`src/rtl/addr_gen_pkg.sv`:
```
// Shared definitions for addr_gen: state bit positions, reset PC default,
// decoded-state and address-mux select encodings, and the priority state decoder.
package addr_gen_pkg;

    localparam logic [15:0] DEFAULT_RESET_PC = 16'hFFFC;

    localparam int N_ST  = 6;
    localparam int B_SOP = 0;
    localparam int B_SLO = 1;
    localparam int B_SIN = 2;
    localparam int B_SHI = 3;
    localparam int B_SCO = 4;
    localparam int B_SLR = 5;

    typedef enum logic [2:0] {
        ST_NONE, ST_S0, ST_SOP, ST_SLO, ST_SIN, ST_SHI, ST_SCO, ST_SLR
    } state_e;

    typedef enum logic [2:0] {
        SEL_PC, SEL_PTR, SEL_PTR_HI, SEL_SCO, SEL_EA
    } addr_sel_e;

    // Several state bits high at once resolve to SOP, then SLR, SCO, SHI, SIN, SLO.
    function automatic state_e decode_state(input logic s0, input logic [N_ST-1:0] st);
        state_e r;
        if (st[B_SOP])      r = ST_SOP;
        else if (st[B_SLR]) r = ST_SLR;
        else if (st[B_SCO]) r = ST_SCO;
        else if (st[B_SHI]) r = ST_SHI;
        else if (st[B_SIN]) r = ST_SIN;
        else if (st[B_SLO]) r = ST_SLO;
        else if (s0)        r = ST_S0;
        else                r = ST_NONE;
        return r;
    endfunction

endpackage

```
`src/rtl/addr_gen_if.sv`:
```
// Bus between the sequencing FSM (master) and addr_gen (slave).
interface addr_gen_if;
    import addr_gen_pkg::*;

    logic            s0;
    logic [N_ST-1:0] st;
    logic            imm;
    logic [7:0]      din;
    logic [7:0]      idx;
    logic [15:0]     addr;
    logic            ci;
    logic            sync;

    modport master (output s0, st, imm, din, idx, input addr, ci, sync);
    modport slave  (input s0, st, imm, din, idx, output addr, ci, sync);
endinterface

```
`src/rtl/addr_gen_pc_counter.sv`:
```
// 16-bit program counter: async reset to RESET_PC, increments when enabled, wraps silently.
module addr_gen_pc_counter #(
    parameter logic [15:0] RESET_PC = 16'hFFFC
) (
    input  logic        clk,
    input  logic        rst,
    input  logic        i_inc,
    output logic [15:0] o_pc
);

    logic [15:0] r_pc;

    // PC register
    always_ff @(posedge clk or posedge rst) begin
        if (rst)        r_pc <= RESET_PC;
        else if (i_inc) r_pc <= r_pc + 16'h0001;
        else            r_pc <= r_pc;
    end

    assign o_pc = r_pc;

endmodule

```
`src/rtl/addr_gen.sv`:
```
// Address generator: drives the address bus per state, owns the PC, latches operands.
// Optional macro NMOS_ZP_WRAP_EN keeps the indirect pointer high-byte fetch inside page 0.
module addr_gen
    import addr_gen_pkg::*;
#(
    parameter logic [15:0] RESET_PC = DEFAULT_RESET_PC
) (
    input  logic         clk,
    input  logic         rst,
    addr_gen_if.slave    bus
);

    logic [7:0]  r_lo, r_hi, r_ptr;
    logic        r_ind_f, r_imm_f, r_zp_f, r_co_q;

    state_e      w_state;
    addr_sel_e   w_sel;
    logic [8:0]  w_sum;
    logic [15:0] w_pc, w_ptr_hi_addr, w_ea;
    logic        w_pc_inc;

    assign w_state = decode_state(bus.s0, bus.st);
    assign w_sum   = {1'b0, r_lo} + {1'b0, bus.idx};
    // Zero-page path never carries into the high byte.
    assign w_ea    = r_zp_f ? {8'h00, w_sum[7:0]}
                            : {r_hi + {7'h00, r_co_q}, w_sum[7:0]};

`ifdef NMOS_ZP_WRAP_EN
    assign w_ptr_hi_addr = {8'h00, r_ptr + 8'h01};
`else
    assign w_ptr_hi_addr = {8'h00, r_ptr} + 16'h0001;
`endif

    assign bus.ci   = (w_state == ST_SHI) ? w_sum[8] : 1'b0;
    assign bus.sync = bus.st[B_SOP];

    addr_gen_pc_counter #(.RESET_PC(RESET_PC)) u_pc (
        .clk   (clk),
        .rst   (rst),
        .i_inc (w_pc_inc),
        .o_pc  (w_pc)
    );

    // PC increment enable per state
    always_comb begin
        w_pc_inc = 1'b0;
        case (w_state)
            ST_SOP:  w_pc_inc = 1'b1;
            ST_SLO:  w_pc_inc = 1'b1;
            ST_SHI:  w_pc_inc = ~r_ind_f;
            ST_SLR:  w_pc_inc = r_imm_f;
            default: w_pc_inc = 1'b0;
        endcase
    end

    // Address source select per state
    always_comb begin
        w_sel = SEL_PC;
        case (w_state)
            ST_SIN:  w_sel = SEL_PTR;
            ST_SHI:  w_sel = r_ind_f ? SEL_PTR_HI : SEL_PC;
            ST_SCO:  w_sel = SEL_SCO;
            ST_SLR:  w_sel = r_imm_f ? SEL_PC : SEL_EA;
            default: w_sel = SEL_PC;
        endcase
    end

    // Address bus mux
    always_comb begin
        bus.addr = w_pc;
        case (w_sel)
            SEL_PTR:    bus.addr = {8'h00, r_ptr};
            SEL_PTR_HI: bus.addr = w_ptr_hi_addr;
            SEL_SCO:    bus.addr = {r_hi, w_sum[7:0]};
            SEL_EA:     bus.addr = w_ea;
            default:    bus.addr = w_pc;
        endcase
    end

    // Operand bytes and mode flags
    always_ff @(posedge clk or posedge rst) begin
        if (rst) begin
            r_lo    <= 8'h00;
            r_hi    <= 8'h00;
            r_ptr   <= 8'h00;
            r_ind_f <= 1'b0;
            r_imm_f <= 1'b0;
            r_zp_f  <= 1'b0;
            r_co_q  <= 1'b0;
        end else begin
            case (w_state)
                ST_SOP: begin
                    r_imm_f <= bus.imm;
                    r_ind_f <= 1'b0;
                    r_zp_f  <= 1'b1;
                end
                ST_SLO: begin
                    r_lo  <= bus.din;
                    r_ptr <= bus.din;
                end
                ST_SIN: begin
                    r_lo    <= bus.din;
                    r_ind_f <= 1'b1;
                end
                ST_SHI: begin
                    r_hi   <= bus.din;
                    r_zp_f <= 1'b0;
                    r_co_q <= bus.ci;
                end
                ST_SLR: begin
                    r_imm_f <= 1'b0;
                    r_ind_f <= 1'b0;
                    r_co_q  <= 1'b0;
                end
                default: begin
                    r_lo <= r_lo;
                end
            endcase
        end
    end

endmodule

```
`src/flat_wrapper.sv`:
```
// flat-port wrapper written by rule: the top's interface ports become plain ports
module addr_gen_flat import addr_gen_pkg::*;
#(
    parameter logic [15:0] RESET_PC = DEFAULT_RESET_PC
)
  (clk, rst, bus_s0, bus_st, bus_imm, bus_din, bus_idx, bus_addr, bus_ci, bus_sync);
  addr_gen_if bus_i ();
  input  logic clk;
  input  logic rst;
  input wire logic [$bits(bus_i.s0)-1:0] bus_s0;
  input wire logic [$bits(bus_i.st)-1:0] bus_st;
  input wire logic [$bits(bus_i.imm)-1:0] bus_imm;
  input wire logic [$bits(bus_i.din)-1:0] bus_din;
  input wire logic [$bits(bus_i.idx)-1:0] bus_idx;
  output wire logic [$bits(bus_i.addr)-1:0] bus_addr;
  output wire logic [$bits(bus_i.ci)-1:0] bus_ci;
  output wire logic [$bits(bus_i.sync)-1:0] bus_sync;
  assign bus_i.s0 = bus_s0;
  assign bus_i.st = bus_st;
  assign bus_i.imm = bus_imm;
  assign bus_i.din = bus_din;
  assign bus_i.idx = bus_idx;
  assign bus_addr = bus_i.addr;
  assign bus_ci = bus_i.ci;
  assign bus_sync = bus_i.sync;
  addr_gen #(.RESET_PC(RESET_PC)) u_core (.clk(clk), .rst(rst), .bus(bus_i));
endmodule
```
`config.mk`:
```
export PLATFORM = sky130hd
export DESIGN_NAME = addr_gen_flat
export DESIGN_NICKNAME = d
export VERILOG_FILES = /design/src/rtl/addr_gen_pkg.sv /design/src/rtl/addr_gen_if.sv /design/src/rtl/addr_gen_pc_counter.sv /design/src/rtl/addr_gen.sv /design/src/flat_wrapper.sv
export SDC_FILE = /design/constraint.sdc
export NUM_CORES = 1
export LEC_CHECK = 0
export CAP_MARGIN = 10
export CORE_MARGIN = 4
export CORE_UTILIZATION = 58
export CTS_BUF_LIST = sky130_fd_sc_hd__clkbuf_8 sky130_fd_sc_hd__clkbuf_16
export DETAILED_ROUTE_END_ITERATION = 8
export HOLD_SLACK_MARGIN = 0.12
export PLACE_DENSITY = 0.87
export SYNTH_ARGS = -nofsm -noshare
export SYNTH_HDL_FRONTEND = slang
export SYNTH_SLANG_ARGS = --single-unit
```
`constraint.sdc`:
```
create_clock -name clk -period 6.5 [get_ports clk]
set_input_delay 0.975 -clock clk [delete_from_list [all_inputs] [get_ports clk]]
set_output_delay 0.975 -clock clk [all_outputs]
set_load 0.01 [all_outputs]
```
==> flow_summary.ini, run 1 <==
[yosys]
synth_top_family_by_area = compound AO/OA/AOI/OAI gates
yosys.area_share.simple_pct = 16.04
yosysWarnings = 0
synthCells = 281
synth_xor_area_share_pct = 8.308
synth_ff_type = dfrtp_1
ys_ff_latch = 44
synth_area_mm2 = 0.002846
synth.mux.area_fraction_pct = 11.30
synth.distinct_cells = 53
synth_compound_area_share_pct = 16.04
synthAdderAreaFrac_pct = 5.978
synth_area_per_cell_um2 = 10.13
synth_fp_nets = 320
ys_async_sr_fraction_pct = 100.0
yosysTopAreaCellShare_pct = 26.37
synth_area_leaders = dfrtp_1 26%, dfstp_2 13%, mux2_2 6.7%
synth_enable_flop_cells = 0
synth_top_cell_by_area = dfrtp_1
yosysSeqAreaShare_pct = 39.30

[timing]
clock.fmax_mhz = 216.5
fin_worst_skew_ps = 7.093
worst_slew_pin_slew_ps = 1128
max_slew_margin_pct = 24.63
setup_viol = 0
fin_crit_sh_pct = 71.05
fin_tns_setup_ps = 0
whs_ps = 524.0
setup_slack_ps = 1882
post-route-min-period_ps = 4618
drv_slew = 0
rsz0062_at_grt = false
finalHoldViolCount = 0

[layout]
area_growth_pct = 19.91
stdcell_count = 390
multi_input_area_mm2 = 0.001642
fillers = 347
final_common_cell = clkdlybuf4s50_1
mostFrequentLayoutCells = 43 x clkdlybuf4s50_1, 30 x dfrtp_1, 19 x xor2_1, 19 x o21ai_0
final_layout_size_suffix_gt1_share_pct = 17.34
nets = 361
seqCellArea_mm2 = 0.001119
antennaDiodeCount = 0

[power_and_ir_drop]
p_per_area_mw_per_mm2 = 287.4
seqPwrFrac_pct = 45.7
ir_drop_mv = 0.2032
pwr-share-clk_pct = 18.8
design_power_total_mw = 0.9811
internal_power_mw = 0.6368
p_sw_mw = 0.3443
comb_power_share_pct = 35.5
leakage_nw = 1.394
switching_share_pct = 35.09

[floorplan]
die_x_um = 78.06
io_pins = 44
die_y_um = 78.06
core_area_mm2 = 0.004723
initial_core_util_pct = 60.26
rows = 25
die-area_mm2 = 0.006093

[clock_tree]
cts-root-buf = clkbuf_8
clockBufferDepth = 2
cts-buffers-inserted = 5
htreeDepth = 2
cts_setup_buffers = 0
cts_hold_buf = 0
path_clk_slew_ps = 90
cts_tree = built
clk-insertion-delay-late_ps = 300
clock_sinks = 44
ctsResizeCount = 0

[route]
ant_nets = 0
drtPass1Iterations = 7
avgRoutedWirePerCell_um = 17.14
routed_wl_mm = 6.686
vias_per_cell = 5.985
num_vias = 2334
drt_iter0_markers = 293
drc = 0

[critical_path]
critical_path.startpoint_type = input pin
cp_top_family = buffers and inverters
crit_chain = clkdlybuf4s50_1, ha_1, fa_1, a211oi_1, o21bai_1, a21o_1, xnor2_1, o21ai_0, clkdlybuf4s50_1
worstPathMaxFanout = 3
cp.arrival_ps = 3640
r2r_setup_slack_ps = 4400
slowest_delay_ps = 620
criticalPathCategory = input pin to output pin
critPathMostFrequentCell = clkdlybuf4s50_1
crit_required_ps = 5520
crit_path_end_kind = output pin
path_buf_inv = 2
crit_slowest_cell = clkdlybuf4s50_1

[global_route]
grtUsageTotal_pct = 23.64
antenna_found_initial = 0
grt_overflow = 0
grt_pass1_vias = 2345
grt_pass1_wl_mm = 11.41
grt_max_degree = 45

[flow_run]
drv_cap = 0

[worst_hold_path]
hold_class = flip-flop to flip-flop

[place]
place_ws_ps = 1968
finalWeightedCongestion = 0.9464
dp_cells = 382
port_buffers = 43
dp_hpwl_mm = 4.916

[run_status]
status = finished, final reports clean
-- final timing paths --
| path | from | to | cells after the start |
|---|---|---|---|
| setup reg to reg | u_core.r_lo[0] | u_core.r_co_q | 7 |
| max in group asynchronous | rst | u_core.u_pc.o_pc[9] | 3 |
| min in group asynchronous | rst | u_core.r_hi[2] | 3 |
| hold reg to reg | u_core.r_lo[0] | u_core.r_lo[0] | 1 |
| hold / removal | u_core.r_lo[0] | u_core.r_lo[0] | 1 |
| setup / recovery | bus_idx[0] | bus_addr[6] | 9 |
-- stage by stage --
step	utilization, %	instance area [um2]
final	72.26	3413
after global routing	72.26	3413
after CTS	72.26	3413
after detailed placement	70.20	3316
after global placement	70.20	3316
after floorplan	-	2846
-- synthesized netlist by cell type (2+ instances only) --
cell type and number:
o21bai_1 2, buf_2 3, mux2_4 8, dfstp_2 14
nor4_1 2, buf_6 2, o21ai_0 19, nand2_1 18
nand4_1 6, xor2_1 19, xnor2_1 8, nand2b_1 6
a31o_2 2, nor2_1 18, a221oi_1 3, a211oi_1 3
mux2_2 17, inv_1 5, a221o_1 3, a31oi_1 2
o211ai_1 2, clkbuf_1 6, nor3b_1 2, dfrtp_1 30
a222oi_1 3, a22oi_1 4, nand3_1 13, nor3_1 9
nand3b_1 3, ha_1 12, or2_2 2, a21o_1 7
a21oi_1 8
-- layer usage --
metal	GRT usage (%)	up-vias	routed length, um
met3	4.702	13	509
li1	-	1120	-
met1	32.61	1114	2919
met4	6.818	0	128
met2	37.93	87	3129
met5	0	-	0
-- kinds of logic (layout without fill, tap and decap cells) --
logic type               count (synthesis)  after routing
AND/OR/NAND/NOR                         88             88
AO/OA/AOI/OAI                           66             66
flip-flops                              44             44
XOR/XNOR                                27             27
multiplexers                            26             26
buffers and inverters                   17             59
adder cells (fa/ha/maj)                 13             13
-- power by group through the flow --
stage	clock, mW	sequential, mW	combinational, mW
2_1_floorplan	0	0.410	0.245
3_3_place_gp	0	0.446	0.335
3_5_place_dp	0	0.449	0.346
4_1_cts	0.185	0.445	0.351
5_1_grt	0.200	0.458	0.385
6_report	0.185	0.448	0.349
-- final cells by class --
type,count,share of cell area [%]
well taps,67,2.456
clock buffers,6,2.419
repair buffers,46,13.27
inverters,5,0.5499
multi-input cells,220,48.09
clock inverters,2,0.4399
flip-flops and latches,44,32.77
-- flip-flops by register name (all words and copies together) (netlist names) --
register,count
u_core.r_co_q,1
u_core.r_hi,8
u_core.r_ptr,8
u_core.r_imm_f,1
u_core.u_pc.o_pc,16
u_core.r_ind_f,1
u_core.r_zp_f,1
u_core.r_lo,8
(Power assumes the default switching activity.)
==> run 2, diff against run 1 <==
- CORE_UTILIZATION: 58 -> 54
- PLACE_DENSITY: 0.87 -> 0.82
- clock period: 6.5 -> 4.4 ns (I/O delays scaled with it)
==> flow_summary.ini, run 2 (synthesized netlist as in run 1, its figures left out) <==
[layout]
mostFrequentLayoutCells = 43 x clkdlybuf4s50_1, 30 x dfrtp_1, 19 x xor2_1, 19 x o21ai_0
nets = 364
antennaDiodeCount = 0
area_growth_pct = 20.84
final_layout_size_suffix_gt1_share_pct = 18.10
final_common_cell = clkdlybuf4s50_1
stdcell_count = 396
largest_reg_flops = 16

[critical_path]
r2r_setup_slack_ps = 2210
slowest_delay_ps = 490
critical_path.startpoint_type = input pin
crit_path_end_kind = output pin
reg2reg_to = u_core.r_co_q
worstPathMaxFanout = 3
r2r_cells = 7
crit_chain = clkdlybuf4s50_1, ha_1, fa_1, a211oi_1, o21bai_1, a21o_1, a211oi_1, nor2_1, clkdlybuf4s50_1
cp.arrival_ps = 3230
reg2reg_from = u_core.r_lo[0]
criticalPathCategory = input pin to output pin
crit_required_ps = 3740
crit_slowest_cell = clkdlybuf4s50_1

[timing]
drv_slew = 0
fin_crit_sh_pct = 88.39
worst_slew_pin_slew_ps = 694.8
setup_viol = 0
post-route-min-period_ps = 3889
rsz0062_at_grt = false
fin_worst_skew_ps = 4.541
whs_ps = 522.2
max_slew_margin_pct = 53.68
finalHoldViolCount = 0
fin_tns_setup_ps = 0
clock.fmax_mhz = 257.1

[worst_hold_path]
hold_class = flip-flop to flip-flop
min_from = u_core.r_lo[0]
whs_endpoint = u_core.r_lo[0]
worstHoldPathCells = 1

[floorplan]
io_pins = 44
die_y_um = 80.61
rows = 26
die_x_um = 80.61
die-area_mm2 = 0.006497
initial_core_util_pct = 55.73
core_area_mm2 = 0.005107

[clock_tree]
path_clk_slew_ps = 80
ctsResizeCount = 0
clk-insertion-delay-late_ps = 300
htreeDepth = 2
cts_setup_buffers = 0
clockBufferDepth = 2
cts-buffers-inserted = 5
clock_sinks = 44
cts_hold_buf = 0
cts-root-buf = clkbuf_8
cts_tree = built

[global_route]
grt_pass1_wl_mm = 11.67
antenna_found_initial = 0
grt_pass1_vias = 2306
grt_max_degree = 45
grtUsageTotal_pct = 23.34
grt_overflow = 0

[route]
drc = 0
routed_wl_mm = 6.865
avgRoutedWirePerCell_um = 17.34
num_vias = 2321
ant_nets = 0
drt_iter0_markers = 225
drtPass1Iterations = 5
vias_per_cell = 5.861

[place]
dp_hpwl_mm = 5.051
port_buffers = 43
finalWeightedCongestion = 0.9001
dp_cells = 388

[power_and_ir_drop]
comb_power_share_pct = 35.7
seqPwrFrac_pct = 45.4
ir_drop_mv = 0.2076
internal_power_mw = 0.9422
p_per_area_mw_per_mm2 = 420.3
switching_share_pct = 34.83
leakage_nw = 1.405
pwr-share-clk_pct = 18.8
p_sw_mw = 0.5035

[flow_run]
drv_cap = 0

[run_status]
status = finished, final reports clean
-- run 2: cell count changes in the layout (fill, tap and decap cells not counted) --
cell      delta
buf_4        +3
clkinv_1     +1
inv_1        -1
-- run 2: area by class of cell --
cell class | count | area, um2
Inverter | 5 | 18.77
Sequential cell | 44 | 1119
Clock inverter | 2 | 15.01
Timing Repair Buffer | 49 | 475.5
Clock buffer | 6 | 82.58
Multi-Input combinational cell | 220 | 1642
Fill cell | 409 | 1668
Tap cell | 70 | 87.58
-- run 2: metal layers --
| layer | global-route usage [%] | vias up | wire [um] |
|---|---|---|---|
| met2 | 36.59 | 87 | 3201 |
| met3 | 3.812 | 10 | 376 |
| met4 | 5.912 | 0 | 106 |
| met1 | 33.50 | 1101 | 3180 |
| li1 | - | 1123 | - |
| met5 | 0 | - | 0 |
-- run 2: worst max-delay path: cells and delay by family --
family                   cells  cell delay [ps]
AO/OA/AOI/OAI                4              900
buffers and inverters        2              890
adder cells (fa/ha/maj)      2              680
AND/OR/NAND/NOR              1              100
-- run 2: power groups by stage --
stage	Sequential (mW)	Clock, mW	Combinational [mW]
after CTS	0.654	0.277	0.519
after global routing	0.677	0.299	0.574
after global placement	0.657	0	0.499
final	0.657	0.272	0.516
after floorplan	0.606	0	0.363
after detailed placement	0.661	0	0.514
-- run 2: worst max-delay path by stage --
stage / start / end / cells past startpoint
2_1_floorplan: bus_idx[0] / bus_addr[6] / 7
3_3_place_gp: bus_idx[0] / bus_ci / 9
3_5_place_dp: bus_st[5] / bus_addr[7] / 7
4_1_cts: bus_st[5] / bus_addr[7] / 7
5_1_grt: bus_idx[0] / bus_ci / 9
6_report: bus_idx[0] / bus_ci / 9
-- run 2: per-stage QoR --
step	instance area, um2	utilization (%)	setup slack [ps]	power [mW]
final	3440	67.34	511.0	1.446
after global placement	3342	65.43	573.3	1.156
after detailed placement	3342	65.43	521.5	1.175
after CTS	3440	67.34	499.9	1.450
after global routing	3440	67.34	344.5	1.550
after floorplan	2846	-	1587	0.9689
==> run 3, diff against run 2 <==
- GPL_TIMING_DRIVEN: default -> 0
==> flow_summary.ini, run 3 (synthesized netlist as in run 1, its figures left out) <==
[layout]
nets = 370
largest_reg_flops = 16
antennaDiodeCount = 0
mostFrequentLayoutCells = 43 x clkdlybuf4s50_1, 30 x dfrtp_1, 19 x xor2_1, 19 x o21ai_0
utilization_pct = 67.71
final_layout_size_suffix_gt1_share_pct = 18.07
design_area_mm2 = 0.003458
final_common_cell = clkdlybuf4s50_1
area_growth_pct = 21.49

[timing]
max_slew_margin_pct = 37.57
setup_viol = 0
clock.fmax_mhz = 248.0
rsz0062_at_grt = false
fin_crit_sh_pct = 91.62
setup_slack_ps = 368.5
worst_slew_pin_slew_ps = 935.1
fin_worst_skew_ps = 6.724
post-route-min-period_ps = 4031
finalHoldViolCount = 0
drv_slew = 0
fin_tns_setup_ps = 0

[critical_path]
path_buf_inv = 4
worstPathMaxFanout = 10
slowest_delay_ps = 590
cp_top_family = buffers and inverters
r2r_setup_slack_ps = 2190
critical_path.startpoint_type = input pin
crit_slowest_cell = clkdlybuf4s50_1
cp-endpoint = bus_addr[8]
crit_required_ps = 3740
critPathLaunch = bus_st[0]
reg2reg_to = u_core.r_co_q
crit_chain = clkdlybuf4s50_1, clkbuf_1, a21o_1, a31o_2, clkbuf_1, a222oi_1, o21ai_0, clkdlybuf4s50_1
reg2reg_from = u_core.r_lo[0]
criticalPathCategory = input pin to output pin
r2r_cells = 7
cp.arrival_ps = 3370
crit_path_end_kind = output pin
path_depth = 8

[floorplan]
io_pins = 44
die_y_um = 80.61
die-area_mm2 = 0.006497
initial_core_util_pct = 55.73
rows = 26
die_x_um = 80.61
core_area_mm2 = 0.005107

[global_route]
antenna_found_initial = 0
grt_pass1_wl_mm = 11.71
grtUsageTotal_pct = 23.52
grt_pass1_vias = 2363
grt_max_degree = 45
grt_overflow = 0

[route]
wl_met1_mm = 3.193
routed_wl_mm = 7.158
drt_iter0_markers = 283
drc = 0
wl_met2_mm = 3.349
drtPass1Iterations = 6
ant_nets = 0
route.met3.wl_um = 443
avgRoutedWirePerCell_um = 17.81
top_layer = met4
vias_per_cell = 6.020
num_vias = 2420

[worst_hold_path]
hold_class = flip-flop to flip-flop

[power_and_ir_drop]
ir_drop_mv = 0.3153
leakage_nw = 1.416
p_per_area_mw_per_mm2 = 424.3
design_power_total_mw = 1.467

[clock_tree]
clk-insertion-delay-late_ps = 300
cts_setup_buffers = 0
cts-buffers-inserted = 5
path_clk_slew_ps = 90
clockBufferDepth = 2
cts-root-buf = clkbuf_8
ctsResizeCount = 0
cts_hold_buf = 0
htreeDepth = 2
clock_sinks = 44
cts_tree = built

[place]
dp_hpwl_mm = 5.380
dpl_cell_area_mm2 = 0.003364
finalWeightedCongestion = 0.8881
place_ws_ps = 498.3
port_buffers = 43

[flow_run]
drv_cap = 0

[run_status]
status = finished, final reports clean
==> run 3: through the flow <==
stage                     cells  hold WS [ps]
after floorplan             281         477.0
after global placement      394         497.1
after detailed placement    394         507.1
after CTS                   402         532.6
after global routing        402         536.2
final                       402         529.9
==> run 3: report_power, final <==
| group | internal, mW | switching [mW] |
|---|---|---|
| logic | 0.296 | 0.246 |
| registers | 0.523 | 0.128 |
| clock network | 0.116 | 0.158 |
==> run 3: per-layer routing <==
layer	up-vias	global-route usage (%)
met2	98	36.75
met5	-	0
li1	1144	-
met1	1164	32.69
met4	0	9.291
met3	14	3.475
==> run 3: how the worst min path moves through the flow <==
stage / start / cells after the start / to
final: u_core.u_pc.o_pc[15] / 1 / u_core.u_pc.o_pc[15]
after CTS: u_core.u_pc.o_pc[15] / 1 / u_core.u_pc.o_pc[15]
after global routing: u_core.u_pc.o_pc[15] / 1 / u_core.u_pc.o_pc[15]
after detailed placement: u_core.r_lo[6] / 1 / u_core.r_lo[6]
after global placement: u_core.r_lo[0] / 1 / u_core.r_lo[0]
after floorplan: u_core.r_co_q / 2 / u_core.r_co_q
==> run 3: layout make-up <==
type	count	area, um2
plain buffers	12	67.56
clock buffers	5	68.82
clock inverters	3	25.02
fillers	424	1649
inverters	5	18.77
multi-input cells	220	1642
flip-flops and latches	44	1119
well taps	70	87.58
repair buffers	43	430.4
==> run 3: worst reg2reg max path, cell delays in order, from the launching register on <==
cell and delay, ps:
dfrtp_1 400, ha_1 220, fa_1 430, a211oi_1 270, o21bai_1 100, a21o_1 210, a211oi_1 350, o21ai_0 120
